File: config.mk
export PLATFORM = sky130hd
export DESIGN_NAME = mux4_rr_arbiter
export DESIGN_NICKNAME = d
export VERILOG_FILES = /design/src/rtl/mux_arb_pkg.sv /design/src/rtl/mux4to1.sv /design/src/rtl/mux4_rr_arbiter.sv
export SDC_FILE = /design/constraint.sdc
export NUM_CORES = 1
export LEC_CHECK = 0
export CAP_MARGIN = 20
export CORE_MARGIN = 10
export CORE_UTILIZATION = 35
export CTS_BUF_LIST = sky130_fd_sc_hd__clkbuf_4
export DETAILED_ROUTE_END_ITERATION = 8
export PLACE_DENSITY_LB_ADDON = 0.1
export SLEW_MARGIN = 30
export SYNTH_ARGS = -nofsm -noshare
export SYNTH_HDL_FRONTEND = slang
export SYNTH_SLANG_ARGS = --single-unit
File: constraint.sdc
create_clock -name clk -period 1.61 [get_ports clk]
set_input_delay 0.2415 -clock clk [delete_from_list [all_inputs] [get_ports clk]]
set_output_delay 0.2415 -clock clk [all_outputs]
set_load 0.05 [all_outputs]
File: src/rtl/mux_arb_pkg.sv
// Shared definitions for the 4-requester round-robin mux arbiter.
// Requester count, select width, FSM state encoding and the round-robin
// winner search used by mux4_rr_arbiter.
package mux_arb_pkg;

    localparam int NUM_REQ = 4;
    localparam int SEL_W   = 2;

    typedef enum logic {
        ST_IDLE  = 1'b0,
        ST_GRANT = 1'b1
    } state_t;

    // Round-robin pick: first set request bit searching ptr+1, ptr+2, ...
    // modulo NUM_REQ. Scanning from the farthest candidate down to the
    // nearest lets the nearest set bit overwrite the result last.
    // Returns ptr when no bit is set; callers only use it when |req.
    function automatic logic [SEL_W-1:0] rr_pick(
        input logic [NUM_REQ-1:0] req,
        input logic [SEL_W-1:0]   ptr
    );
        logic [SEL_W-1:0] idx;
        rr_pick = ptr;
        for (int k = NUM_REQ; k >= 1; k--) begin
            // k = NUM_REQ truncates to 0 and wraps back to ptr itself
            idx = ptr + SEL_W'(k);
            if (req[idx]) begin
                rr_pick = idx;
            end
        end
    endfunction

endpackage

File: src/rtl/mux4to1.sv
// Shared 4:1 data mux, built as a two-level tree of 2:1 selections.
// sel[0] picks within each pair, sel[1] picks between the pairs.
module mux4to1 #(
    parameter int WIDTH = 8
) (
    input  logic [1:0]       i_sel,
    input  logic [WIDTH-1:0] i_d0,
    input  logic [WIDTH-1:0] i_d1,
    input  logic [WIDTH-1:0] i_d2,
    input  logic [WIDTH-1:0] i_d3,
    output logic [WIDTH-1:0] o_y
);

    logic [WIDTH-1:0] w_lo;
    logic [WIDTH-1:0] w_hi;

    // First tree level: one 2:1 cell per input pair
    always_comb begin
        w_lo = i_sel[0] ? i_d1 : i_d0;
        w_hi = i_sel[0] ? i_d3 : i_d2;
    end

    // Second tree level: choose between the pairs
    always_comb begin
        o_y = i_sel[1] ? w_hi : w_lo;
    end

endmodule

File: src/rtl/mux4_rr_arbiter.sv
// Round-robin arbiter and sequencer for the shared 4:1 data mux.
// Grants the mux to one requester at a time, drives the registered select
// and registers the selected word with a valid strobe.
// Optional feature: define MUX4_ARB_BURST_LIMIT_EN to end each ownership
// after at most MAX_BURST valid words; undefined, MAX_BURST is ignored.
module mux4_rr_arbiter
    import mux_arb_pkg::*;
#(
    parameter int WIDTH     = 8,
    parameter int MAX_BURST = 8
) (
    input  logic                     clk,
    input  logic                     rst,
    input  logic [NUM_REQ-1:0]       req,
    input  logic [NUM_REQ*WIDTH-1:0] in_data,
    output logic [NUM_REQ-1:0]       grant,
    output logic [SEL_W-1:0]         sel,
    output logic                     busy,
    output logic [WIDTH-1:0]         out_data,
    output logic                     out_valid
);

    // MAX_BURST must be at least 1; a zero or negative value has no legal
    // meaning, so this elaboration branch exists only to name that range.
    if (MAX_BURST < 1) begin : g_max_burst_out_of_range
    end

    state_t                r_state;
    state_t                w_state_nxt;
    logic [NUM_REQ-1:0]    r_grant;
    logic [NUM_REQ-1:0]    w_grant_nxt;
    logic [SEL_W-1:0]      r_sel;
    logic [SEL_W-1:0]      w_sel_nxt;
    logic [SEL_W-1:0]      r_ptr;
    logic [SEL_W-1:0]      w_ptr_nxt;
    logic [WIDTH-1:0]      r_out_data;
    logic [WIDTH-1:0]      w_out_data_nxt;
    logic                  r_out_valid;
    logic                  w_out_valid_nxt;
    logic [SEL_W-1:0]      w_winner;
    logic [WIDTH-1:0]      w_mux_y;
    logic                  w_at_limit;

`ifdef MUX4_ARB_BURST_LIMIT_EN
    localparam int CNT_W = $clog2(MAX_BURST + 1);

    logic [CNT_W-1:0]      r_burst_cnt;
    logic [CNT_W-1:0]      w_burst_cnt_nxt;

    // Ownership ends once MAX_BURST words have been captured
    always_comb begin
        w_at_limit = (r_burst_cnt == CNT_W'(MAX_BURST));
    end
`else
    // Without the burst limit an ownership lasts while its request is high
    always_comb begin
        w_at_limit = 1'b0;
    end
`endif

    // Shared data mux, steered by the registered select of the owner
    mux4to1 #(
        .WIDTH (WIDTH)
    ) u_mux (
        .i_sel (r_sel),
        .i_d0  (in_data[0*WIDTH +: WIDTH]),
        .i_d1  (in_data[1*WIDTH +: WIDTH]),
        .i_d2  (in_data[2*WIDTH +: WIDTH]),
        .i_d3  (in_data[3*WIDTH +: WIDTH]),
        .o_y   (w_mux_y)
    );

    // Round-robin winner relative to the last-granted pointer
    always_comb begin
        w_winner = rr_pick(req, r_ptr);
    end

    // Next-state and next-output logic of the IDLE/GRANT sequencer
    always_comb begin
        // NOTE: every signal gets a hold/default value first so that no
        // path through the case leaves it unassigned (no latch inferred).
        w_state_nxt     = r_state;
        w_grant_nxt     = r_grant;
        w_sel_nxt       = r_sel;
        w_ptr_nxt       = r_ptr;
        w_out_data_nxt  = r_out_data;
        w_out_valid_nxt = 1'b0;
`ifdef MUX4_ARB_BURST_LIMIT_EN
        w_burst_cnt_nxt = r_burst_cnt;
`endif
        case (r_state)
            ST_IDLE: begin
                w_grant_nxt = '0;
                if (|req) begin
                    w_grant_nxt     = NUM_REQ'(1) << w_winner;
                    w_sel_nxt       = w_winner;
                    w_ptr_nxt       = w_winner;
                    w_state_nxt     = ST_GRANT;
`ifdef MUX4_ARB_BURST_LIMIT_EN
                    w_burst_cnt_nxt = '0;
`endif
                end
            end
            ST_GRANT: begin
                if (req[r_sel] && !w_at_limit) begin
                    w_out_data_nxt  = w_mux_y;
                    w_out_valid_nxt = 1'b1;
`ifdef MUX4_ARB_BURST_LIMIT_EN
                    // Increments only below the limit, so it saturates
                    w_burst_cnt_nxt = r_burst_cnt + 1'b1;
`endif
                end else begin
                    // Release: sel keeps its last value, one IDLE cycle follows
                    w_grant_nxt = '0;
                    w_state_nxt = ST_IDLE;
                end
            end
            default: begin
                w_grant_nxt = '0;
                w_state_nxt = ST_IDLE;
            end
        endcase
    end

    // State and output registers with synchronous reset
    always_ff @(posedge clk) begin
        // NOTE: every register here has a defined reset value because the
        // outputs must show known values immediately after reset.
        if (rst) begin
            r_state     <= ST_IDLE;
            r_grant     <= '0;
            r_sel       <= '0;
            r_ptr       <= SEL_W'(NUM_REQ - 1);
            r_out_data  <= '0;
            r_out_valid <= 1'b0;
        end else begin
            // NOTE: non-blocking assignments so every register samples the
            // pre-edge values, independent of statement order.
            r_state     <= w_state_nxt;
            r_grant     <= w_grant_nxt;
            r_sel       <= w_sel_nxt;
            r_ptr       <= w_ptr_nxt;
            r_out_data  <= w_out_data_nxt;
            r_out_valid <= w_out_valid_nxt;
        end
    end

`ifdef MUX4_ARB_BURST_LIMIT_EN
    // Burst counter register
    always_ff @(posedge clk) begin
        if (rst) begin
            r_burst_cnt <= '0;
        end else begin
            r_burst_cnt <= w_burst_cnt_nxt;
        end
    end
`endif

    assign grant     = r_grant;
    assign sel       = r_sel;
    assign busy      = (r_state == ST_GRANT);
    assign out_data  = r_out_data;
    assign out_valid = r_out_valid;

endmodule
==> results of run 1 <==
where the power goes:
part           internal [mW]  leakage, nW  switching (mW)  total [mW]
combinational          0.295        0.523           0.277       0.572
sequential             0.491        0.149          0.0387       0.529
clock                  0.113       0.0184           0.130       0.243
flip-flops by register name, indices dropped and copies added (netlist names):
name,count
busy,1
grant,4
out_data,8
out_valid,1
r_ptr,2
sel,2
how the worst max path moves through the flow:
| stage | startpoint | endpoint | slack (ps) |
|---|---|---|---|
| after global routing | req[0] | grant[0]$_SDFFE_PP0N_ | 20 |
| after detailed placement | req[3] | grant[1]$_SDFFE_PP0N_ | -190 |
| after floorplan | sel[1]$_SDFFE_PP0P_ | out_data[1]$_SDFFE_PP0P_ | -100 |
| after global placement | req[3] | grant[1]$_SDFFE_PP0N_ | -150 |
| after CTS | sel[1]$_SDFFE_PP0P_ | grant[1]$_SDFFE_PP0N_ | 120 |
| final | req[3] | grant[1]$_SDFFE_PP0N_ | 120 |
layout make-up:
cell class                      instances  area share [%]
Tap cell                               30           2.347
Inverter                                2          0.4695
Multi-Input combinational cell         62           34.27
Clock buffer                            4           1.878
Timing Repair Buffer                   64           38.18
Sequential cell                        18           22.85
routing by layer:
metal,share of wire [%],vias to the layer above,global-route usage (%)
met5,0,-,0
met4,0,0,1.505
met3,9.9,0,6.531
met2,51,30,17.88
met1,39,431,10.25
li1,-,450,-
synthesized netlist by cell type:
cell type	count
o21bai_1	1
or2_2	2
nor2_1	12
nand4_1	1
nand2_1	4
dfxtp_1	18
a31o_2	2
nand2_4	1
o211ai_1	2
o21a_1	1
buf_6	1
o21ai_0	1
a21o_1	3
nor2b_1	2
mux4_2	9
buf_8	1
o32ai_1	2
o211a_1	1
nand3_1	1
nor4_1	1
a21oi_1	2
clkbuf_1	2
nand2b_1	3
o21ai_1	1
nor3b_1	2
inv_1	2
buf_2	1
mux2i_1	8
layout by cell type (no fill, tap or decap), types with 3 or more instances in the layout:
master and instances:
a21o_1 3, buf_12 3, buf_4 24, clkbuf_4 4, clkdlybuf4s50_1 37, dfxtp_1 16
mux2i_1 8, mux4_2 9, nand2_1 4, nand2b_1 3, nor2_1 12
worst register-to-register path, stage by stage (launching register included):
cell and delay, ps:
dfxtp_4 360, mux4_2 520, nand2_4 200, nor3b_1 90
a31o_2 220
cells by family (layout without fill, tap and decap cells):
kind of cell           count (synthesis)  count (layout)  synth area share, %
and+or+nand+nor                       29              29                15.46
DFF                                   18              18                37.75
muxes                                 17              17                29.62
AOI/OAI and AO/OA                     16              16                12.32
buffers and inverters                  7              70                4.849
stage by stage:
step | cell area (sq um) | setup slack (ps) | util [%] | std cells | total power, mW
after global placement | 1569 | -147.9 | 61.65 | 176 | 1.108
after detailed placement | 1569 | -189.0 | 61.65 | 176 | 1.120
final | 1599 | 121.2 | 62.83 | 180 | 1.344
after floorplan | 962.2 | -97.83 | - | 87 | 0.8827
after CTS | 1599 | 115.8 | 62.83 | 180 | 1.359
after global routing | 1599 | 21.50 | 62.83 | 180 | 1.416
==> qor.yml, run 1 <==
sta:
  finalMaxSlewViolations: 0
  fin_crit_sh_pct: 92.47
  maxSlewHeadroom_pct: 78.85
  setup_viol: 0
  worst_pin_slew_ps: 313.9
  fin_skew_ps: 6.036
  min_period_ps: 1489
  finalHoldViolCount: 0
  rsz0062_at_grt: "no"
  timing.hold.ws_ps: 487.5
  setup_tns_ps: 0
  timing.fmax_ghz: 0.6717
critical_path:
  crit_slowest_cell: "mux4_2"
  r2r-end: "grant[1]$_SDFFE_PP0N_"
  crit_cells: 5
  cp_cell_sequence: "clkdlybuf4s50_1, mux4_2, nand2_4, nor3b_1, a31o_2"
  cp-start-kind: "input port"
  cp.arrival_ps: 1670
  critPathRequiredTime_ps: 1790
  setup.worst_path.end_class: "flip-flop"
  criticalPathCategory: "in -> reg"
  path_buf_inv: 1
  rrSetupSlack_ps: 130
  crit_fanout: 13
  max_stage_delay_ps: 510
  rr_worst_depth: 4
  r2r-start: "sel[1]$_SDFFE_PP0P_"
  critPathTopFamily: "multiplexers"
final_layout:
  nets: 189
  drive_gt1_share_pct: 31.33
  fill_cells: 205
  syn2layout_area_growth_pct: 67.50
  seq_area_sq_um: 365.4
  multiInputGateArea_sq_um: 548.0
  antenna_cells: 0
detailed_routing:
  drt-total-wl_um: 2717
  antenna_left: 0
  vias: 911
  drt-initial-drc-count: 76
  vias_per_cell: 5.061
  avgRoutedWirePerCell_um: 15.09
  firstDrtPassIters: 4
  drc_errors: 0
clock_network:
  cts.sinks: 18
  insertion_delay_ps: 290
  cts_buffers: 3
  ctsHtreeMaxLevel: 1
  clk_pin_slew_worst_paths_ps: 90
  cts.repair.resized: 0
  postCtsSetupBuffers: 0
  clockBufferDepth: 2
  cts_hold_buf: 0
  cts_tree: "built"
  cts-root-buf: "clkbuf_4"
yosys:
  synthTopCellsByArea: "dfxtp_1 38%, mux4_2 21%, mux2i_1 8.4%, nor2_1 4.7%, a21o_1 2.4%"
  seq_area_frac_synth_pct: 37.75
  synthCells: 87
  yosys.area.top_type: "dfxtp_1"
  yosysTopAreaCellShare_pct: 37.75
  ys_ff_latch: 18
  netlist_area_sq_um: 954.7
  syn_avg_cell_area_sq_um: 10.97
  synth_nets: 125
  yosys_warnings: 0
  post_synth_num_cell_types: 28
grt:
  grt_use_total_pct: 10.26
  grt_pass1_wl_um: 4409
  antenna_found_initial: 0
  grt_pass1_vias: 985
  grt_max_degree: 14
  overflow: 0
worst_hold_path:
  hold_end: "grant[0]$_SDFFE_PP0N_"
  worstHoldStart: "grant[0]$_SDFFE_PP0N_"
  hold_path.class: "reg -> reg"
  hold_depth: 2
placed_design:
  hpwlAfterDp_um: 2398
  gp_congestion: 0.6743
  portBuffers: 53
floorplan:
  pin_count: 54
  rows: 18
  die_w_um: 72.23
  initial_core_util_pct: 37.51
  die_y_um: 72.23
  core_area_sq_um: 2545
  die_area_sq_um: 5216
pwr:
  p_leak_nw: 0.6903
  power.density_nw_per_um2: 840.4
  irDropWorstVdd_mv: 0.5899
flow_run:
  max_cap_violations: 0
status:
  status: "finished clean"
(Power assumes the default switching activity.)
==> run 2: changes to the inputs <==
--- a/config.mk
+++ b/config.mk
@@ -6,6 +6,7 @@
 export NUM_CORES = 1
 export LEC_CHECK = 0
 export CAP_MARGIN = 20
+export CORE_ASPECT_RATIO = 1.2
 export CORE_MARGIN = 10
 export CORE_UTILIZATION = 35
 export CTS_BUF_LIST = sky130_fd_sc_hd__clkbuf_4
==> run 2 against run 1 <==
Maximum frequency fell by 1.6%. Critical path type unchanged. Via count rose by 1.3%. Worst setup slack got worse by 24 ps. Power rose by 2.3%. Clock-buffer cell count did not move. Clock skew fell by 2.5 ps. Non-clock buffer count rose by 2.
==> qor.yml, run 2 (synthesis results as in run 1) <==
sta:
  timing.fmax_ghz: 0.6612  # was 0.6717 GHz
  final.setup.worst_slack_ps: 97.70  # was 121.2 ps
  setup_viol: 0  # unchanged
  fin_skew_ps: 3.494  # was 6.036 ps
  worst_pin_slew_ps: 353.5  # was 313.9 ps
  finalMaxSlewViolations: 0  # unchanged
  min_period_ps: 1512  # was 1489 ps
  rsz0062_at_grt: "no"  # unchanged
  maxSlewHeadroom_pct: 76.19  # was 78.85%
  finalHoldViolCount: 0  # unchanged
  fin_crit_sh_pct: 93.93  # was 92.47%
detailed_routing:
  drt-total-wl_um: 2778  # was 2717 um
  vias_per_cell: 4.989  # was 5.061
  vias: 923  # was 911
  firstDrtPassIters: 4  # unchanged
  drt-initial-drc-count: 55  # was 76
  drc_errors: 0  # unchanged
  antenna_left: 0  # unchanged
  avgRoutedWirePerCell_um: 15.02  # was 15.09 um
floorplan:
  rows: 20  # was 18
  die_y_um: 77.21  # was 72.23 um
  core_area_sq_um: 2577  # was 2545 sq um
  initial_core_util_pct: 37.04  # was 37.51%
  die_w_um: 67.68  # was 72.23 um
  die_area_sq_um: 5225  # was 5216 sq um
  pin_count: 54  # unchanged
status:
  status: "finished clean"  # unchanged
worst_hold_path:
  hold_path.class: "reg -> reg"  # unchanged
grt:
  antenna_found_initial: 0  # unchanged
  grt_max_degree: 13  # was 14
  overflow: 0  # unchanged
  grt_pass1_wl_um: 4767  # was 4409 um
  grt_pass1_vias: 1034  # was 985
  grt_use_total_pct: 11.39  # was 10.26%
clock_network:
  ctsHtreeMaxLevel: 1  # unchanged
  cts_tree: "built"  # unchanged
  clk_pin_slew_worst_paths_ps: 110  # was 90 ps
  cts-root-buf: "clkbuf_4"  # unchanged
  clockBufferDepth: 2  # unchanged
  cts.sinks: 18  # unchanged
  cts_buffers: 3  # unchanged
  insertion_delay_ps: 300  # was 290 ps
critical_path:
  critPathRequiredTime_ps: 1830  # was 1790 ps
  setup.worst_path.end_class: "flip-flop"  # unchanged
  cp-start-kind: "input port"  # unchanged
  crit_fanout: 4  # was 13
  criticalPathCategory: "in -> reg"  # unchanged
  cp.arrival_ps: 1730  # was 1670 ps
final_layout:
  nets: 191  # was 189
  final_common_cell: "clkdlybuf4s50_1"  # unchanged
  layout_common_cells: "37 x clkdlybuf4s50_1, 26 x buf_4, 16 x dfxtp_1"  # was 37 x clkdlybuf4s50_1, 24 x buf_4, 16 x dfxtp_1
  largest_reg_flops: 8  # unchanged
  drive_gt1_share_pct: 34.21  # was 31.33%
  antenna_cells: 0  # unchanged
  syn2layout_area_growth_pct: 71.69  # was 67.50%
pwr:
  power.density_nw_per_um2: 839.0  # was 840.4 nW/um^2
  irDropWorstVdd_mv: 0.4728  # was 0.5899 mV
  p_leak_nw: 0.7034  # was 0.6903 nW
  p_total_mw: 1.375  # was 1.344 mW
flow_run:
  max_cap_violations: 0  # unchanged
placed_design:
  dpl_worst_slack_ps: -196.8  # was -189.0 ps
  portBuffers: 53  # unchanged
  gp_congestion: 0.7853  # was 0.6743
  hpwlAfterDp_um: 2340  # was 2398 um
[run 2: cell types whose count changed in the layout (fill, tap and decap cells not counted)]
cell	previous run	this run
nor4_1	1	0
buf_4	24	26
nor4_2	0	1
o32ai_2	0	2
o32ai_1	2	0
[run 2: final timing paths]
kind	start	cells past startpoint	end	slack, ps
setup / recovery	req[1]	7	grant[2]$_SDFFE_PP0N_	100
hold / removal	grant[0]$_SDFFE_PP0N_	2	grant[0]$_SDFFE_PP0N_	510
setup reg to reg	sel[1]$_SDFFE_PP0P_	4	grant[1]$_SDFFE_PP0N_	150
hold reg to reg	grant[0]$_SDFFE_PP0N_	2	grant[0]$_SDFFE_PP0N_	510
[run 2: metal layers]
metal / vias up / wire length (um) / track usage [%] / share of wire (%)
met5: - / 0 / 0 / 0
met4: 0 / 26 / 3.086 / 0.94
met3: 4 / 310 / 6.395 / 11
met2: 33 / 1419 / 19.02 / 51
met1: 432 / 1021 / 11.70 / 37
li1: 454 / - / - / -
[run 2: power breakdown]
group	switching (mW)	total (mW)	internal, mW
clock network	0.145	0.258	0.113
registers	0.0355	0.526	0.491
logic	0.286	0.591	0.305
total	0.466	1.38	0.909
[run 2: area by class of cell]
cell class / instances / area, sq um
repair buffers: 66 / 625.6
well taps: 33 / 41.29
multi-input cells: 62 / 569.3
inverters: 2 / 7.507
flip-flops and latches: 18 / 365.4
fillers: 224 / 938.4
clock buffers: 4 / 30.03
[run 2: stage by stage]
stage	utilization [%]	instance area, sq um	std cells	hold slack (ps)	TNS [ps]
global placement	61.31	1580	180	471.0	-1948
global route	63.59	1639	185	541.9	0
finish	63.59	1639	185	509.1	0
CTS	62.48	1610	184	505.5	0
detailed placement	61.31	1580	180	484.0	-2530
floorplan	-	962.2	87	546.5	-587.0
[run 2: what timing repair did]
action	CTS	global route
buffers inserted	0	1
setup endpoints to repair	0	2
endpoints found under the hold margin	0	0
resized for setup	0	3
hold buffers	0	0
[run 2: worst max-delay path, cell delays in order]
cell and delay (ps):
clkdlybuf4s50_1 420, buf_4 150, buf_4 130, nand2b_1 90, a21o_1 140, nand4_1 240, o32ai_2 320
==> run 3: changes to the inputs <==
--- a/config.mk
+++ b/config.mk
@@ -5,12 +5,14 @@
 export SDC_FILE = /design/constraint.sdc
 export NUM_CORES = 1
 export LEC_CHECK = 0
+export ABC_AREA = 1
 export CAP_MARGIN = 20
 export CORE_ASPECT_RATIO = 1.2
 export CORE_MARGIN = 10
-export CORE_UTILIZATION = 35
+export CORE_UTILIZATION = 37
 export CTS_BUF_LIST = sky130_fd_sc_hd__clkbuf_4
 export DETAILED_ROUTE_END_ITERATION = 8
+export HOLD_SLACK_MARGIN = 0.03
 export PLACE_DENSITY_LB_ADDON = 0.1
 export SLEW_MARGIN = 30
 export SYNTH_ARGS = -nofsm -noshare
==> run 3 against run 2 <==
Clock-buffer cell count fell by 1. Power rose by 74%. Clock power fell by 9.3%. Final cell count rose by 42%. Hold slack got worse by 45 ps. Global-route usage rose by 0.60 points. Cell area rose by 4.3%. Via count rose by 44%. Combinational power rose to 2.6 times the previous value. Sequential share of layout area fell by 1.1 points. First-iteration DRC count rose by 20%. Critical path depth fell by 5. Critical endpoint is now sel[0].
==> qor.yml, run 3 <==
sta:
  timing.hold.ws_ps: 464.5  # was 509.1 ps
  worst_pin_slew_ps: 368.2  # was 353.5 ps
  finalHoldViolCount: 0  # unchanged
  setup_viol: 0  # unchanged
  fin_crit_sh_pct: 92.93  # was 93.93%
  setup_tns_ps: 0  # unchanged
  timing.fmax_ghz: 0.6684  # was 0.6612 GHz
  min_period_ps: 1496  # was 1512 ps
  rsz0062_at_grt: "no"  # unchanged
  finalMaxSlewViolations: 0  # unchanged
  maxSlewHeadroom_pct: 75.38  # was 76.19%
  fin_skew_ps: 10.70  # was 3.494 ps
grt:
  grt_pass1_wl_um: 5685  # was 4767 um
  overflow: 0  # unchanged
  grt_use_total_pct: 11.99  # was 11.39%
  grt_pass1_vias: 1312  # was 1,034
  antenna_found_initial: 0  # unchanged
  grt_max_degree: 18  # was 13
detailed_routing:
  vias: 1325  # was 923
  vias_per_cell: 5.038  # was 4.989
  drc_errors: 0  # unchanged
  firstDrtPassIters: 4  # unchanged
  drt-initial-drc-count: 66  # was 55
  avgRoutedWirePerCell_um: 13.54  # was 15.02 um
  antenna_left: 0  # unchanged
  drt-total-wl_um: 3562  # was 2778 um
critical_path:
  setup.worst_path.end_class: "primary output"  # was flip-flop
  cp_cell_sequence: "buf_4, buf_12"  # was clkdlybuf4s50_1, buf_4, buf_4, nand2b_1, a21o_1, nand4_1, o32ai_2
  max_stage_delay_ps: 510  # was 420 ps
  critPathTopFamily: "flip-flops"  # was buffers and inverters
  crit_fanout: 17  # was 4
  cp-start-kind: "flip-flop"  # was input port
  criticalPathCategory: "reg -> out"  # was in -> reg
  critPathRequiredTime_ps: 1370  # was 1830 ps
  crit_slowest_cell: "dfxtp_1"  # was clkdlybuf4s50_1
  path_buf_inv: 2  # was 3
  cp.arrival_ps: 1250  # was 1730 ps
yosys:
  netlist_area_sq_um: 1105  # was 954.7 sq um
  synthTopCellsByArea: "dfxtp_1 33%, nor2_1 14%, nand2_1 13%, o21ai_0 7.7%, o32ai_1 6.3%"  # was dfxtp_1 38%, mux4_2 21%, mux2i_1 8.4%, nor2_1 4.7%, a21o_1 2.4%
  ys_ff_latch: 18  # unchanged
  synthCells: 170  # was 87
  post_synth_num_cell_types: 23  # was 28
  synthTopCellsByCount: "41 x nor2_1, 38 x nand2_1, 18 x dfxtp_1, 17 x o21ai_0, 12 x inv_1"  # was 18 x dfxtp_1, 12 x nor2_1, 9 x mux4_2, 8 x mux2i_1, 4 x nand2_1
  synth_nets: 208  # was 125
  synth_edf_count: 0  # unchanged
  yosys.area.top_type: "dfxtp_1"  # unchanged
  yosysMostFrequentCell: "nor2_1"  # was dfxtp_1
  yosysTopAreaCellShare_pct: 32.62  # was 37.75%
  ys_async_sr_fraction_pct: 0  # unchanged
  ys.flop_type: "dfxtp_1"  # unchanged
  syn_avg_cell_area_sq_um: 6.499  # was 10.97 sq um
  seq_area_frac_synth_pct: 32.62  # was 37.75%
  yosys_warnings: 0  # unchanged
floorplan:
  initial_core_util_pct: 38.93  # was 37.04%
  pin_count: 54  # unchanged
  core_area_sq_um: 2838  # was 2577 sq um
  die_w_um: 69.88  # was 67.68 um
  rows: 21  # was 20
  die_area_sq_um: 5581  # was 5225 sq um
  die_y_um: 79.86  # was 77.21 um
clock_network:
  cts_buffers: 3  # unchanged
  cts-root-buf: "clkbuf_4"  # unchanged
  clockBufferDepth: 2  # unchanged
  ctsHtreeMaxLevel: 1  # unchanged
  postCtsSetupBuffers: 0  # unchanged
  cts.repair.resized: 0  # unchanged
  cts_tree: "built"  # unchanged
  cts_hold_buf: 0  # unchanged
  cts.sinks: 18  # unchanged
  clk_pin_slew_worst_paths_ps: 110  # about the same
  insertion_delay_ps: 300  # about the same
final_layout:
  fin_cells: 263  # was 185
  nets: 268  # was 191
  layout_common_cells: "41 x nor2_1, 38 x nand2_1, 37 x clkdlybuf4s50_1"  # was 37 x clkdlybuf4s50_1, 26 x buf_4, 16 x dfxtp_1
  drive_gt1_share_pct: 17.47  # was 34.21%
  fill_cells: 284  # was 224
  antenna_cells: 0  # unchanged
  syn2layout_area_growth_pct: 54.70  # was 71.69%
  multiInputGateArea_sq_um: 635.6  # was 569.3 sq um
  largest_reg_flops: 8  # unchanged
  fin_area_sq_um: 1709  # was 1639 sq um
  final_common_cell: "nor2_1"  # was clkdlybuf4s50_1
  seq_area_sq_um: 362.8  # was 365.4 sq um
pwr:
  irDropWorstVdd_mv: 0.8542  # was 0.4728 mV
  power.density_nw_per_um2: 1402  # was 839.0 nW/um^2
  p_leak_nw: 0.7910  # was 0.7034 nW
flow_run:
  max_cap_violations: 0  # unchanged
placed_design:
  postPlaceCellArea_sq_um: 1677  # was 1580 sq um
  hpwlAfterDp_um: 2962  # was 2340 um
  dp.cells: 259  # was 180
  gp_congestion: 0.7792  # was 0.7853
  portBuffers: 53  # unchanged
status:
  status: "finished clean"  # unchanged
worst_hold_path:
  hold_path.class: "reg -> reg"  # unchanged
[run 3: changes by cell type after synthesis, sizes merged, moves of 3 or more]
| cell | previous run | this run |
|---|---|---|
| a21oi | 2 | 8 |
| a21o | 3 | 0 |
| nand2b | 3 | 0 |
| o21ai | 2 | 22 |
| nor2 | 12 | 42 |
| mux2i | 8 | 0 |
| mux4 | 9 | 0 |
| nand2 | 5 | 41 |
| inv | 2 | 13 |
| o32ai | 2 | 8 |
| nand3 | 1 | 7 |
[run 3: final timing paths]
check,from,endpoint,slack [ps],depth (start not counted)
worst max-delay path,sel[0]$_SDFFE_PP0P_,sel[0],110,2
worst min-delay path,grant[1]$_SDFFE_PP0N_,grant[1]$_SDFFE_PP0N_,460,2
worst max register to register,sel[0]$_SDFFE_PP0P_,out_data[2]$_SDFFE_PP0P_,140,5
worst min register to register,grant[1]$_SDFFE_PP0N_,grant[1]$_SDFFE_PP0N_,460,2
[run 3: routing by layer]
metal / vias up / track usage [%] / wire [um]
met1: 606 / 10.25 / 1298
met2: 37 / 25.05 / 1989
met5: - / 0 / 0
met3: 2 / 5.224 / 265
li1: 680 / - / -
met4: 0 / 1.779 / 9
[run 3: layout make-up]
type | count | area share [%]
well taps | 34 | 2.489
flip-flops and latches | 18 | 21.23
inverters | 14 | 3.441
repair buffers | 62 | 34.11
multi-input cells | 131 | 37.19
clock buffers | 3 | 1.318
clock inverters | 1 | 0.2196
[run 3: cells by family (layout without fill, tap and decap cells)]
logic type / Yosys count / after routing / synth area share [%]
AND/OR/NAND/NOR: 91 / 91 / 34.43
AO/OA/AOI/OAI: 40 / 40 / 23.10
buffers and inverters: 21 / 80 / 9.852
flip-flops: 18 / 18 / 32.62
[run 3: report_power, final]
group / switching [mW] / internal, mW / leakage (nW)
sequential: 0.0972 / 0.560 / 0.148
combinational: 0.943 / 0.562 / 0.628
clock: 0.143 / 0.0902 / 0.0154
[run 3: worst reg2reg max path: cells and delay by family (launching register included)]
| family | cells | cell delay [ps] |
|---|---|---|
| AND/OR/NAND/NOR | 3 | 260 |
| buffers and inverters | 1 | 280 |
| AO/OA/AOI/OAI | 1 | 340 |
| flip-flops | 1 | 510 |
[run 3: through the flow]
stage	worst slack (ps)	util (%)	power (mW)
floorplan	5.681	-	1.679
global placement	-41.46	59.08	2.143
detailed placement	-81.51	59.08	2.167
CTS	105.9	60.01	2.402
global route	16.42	60.23	2.575
finish	113.9	60.23	2.396
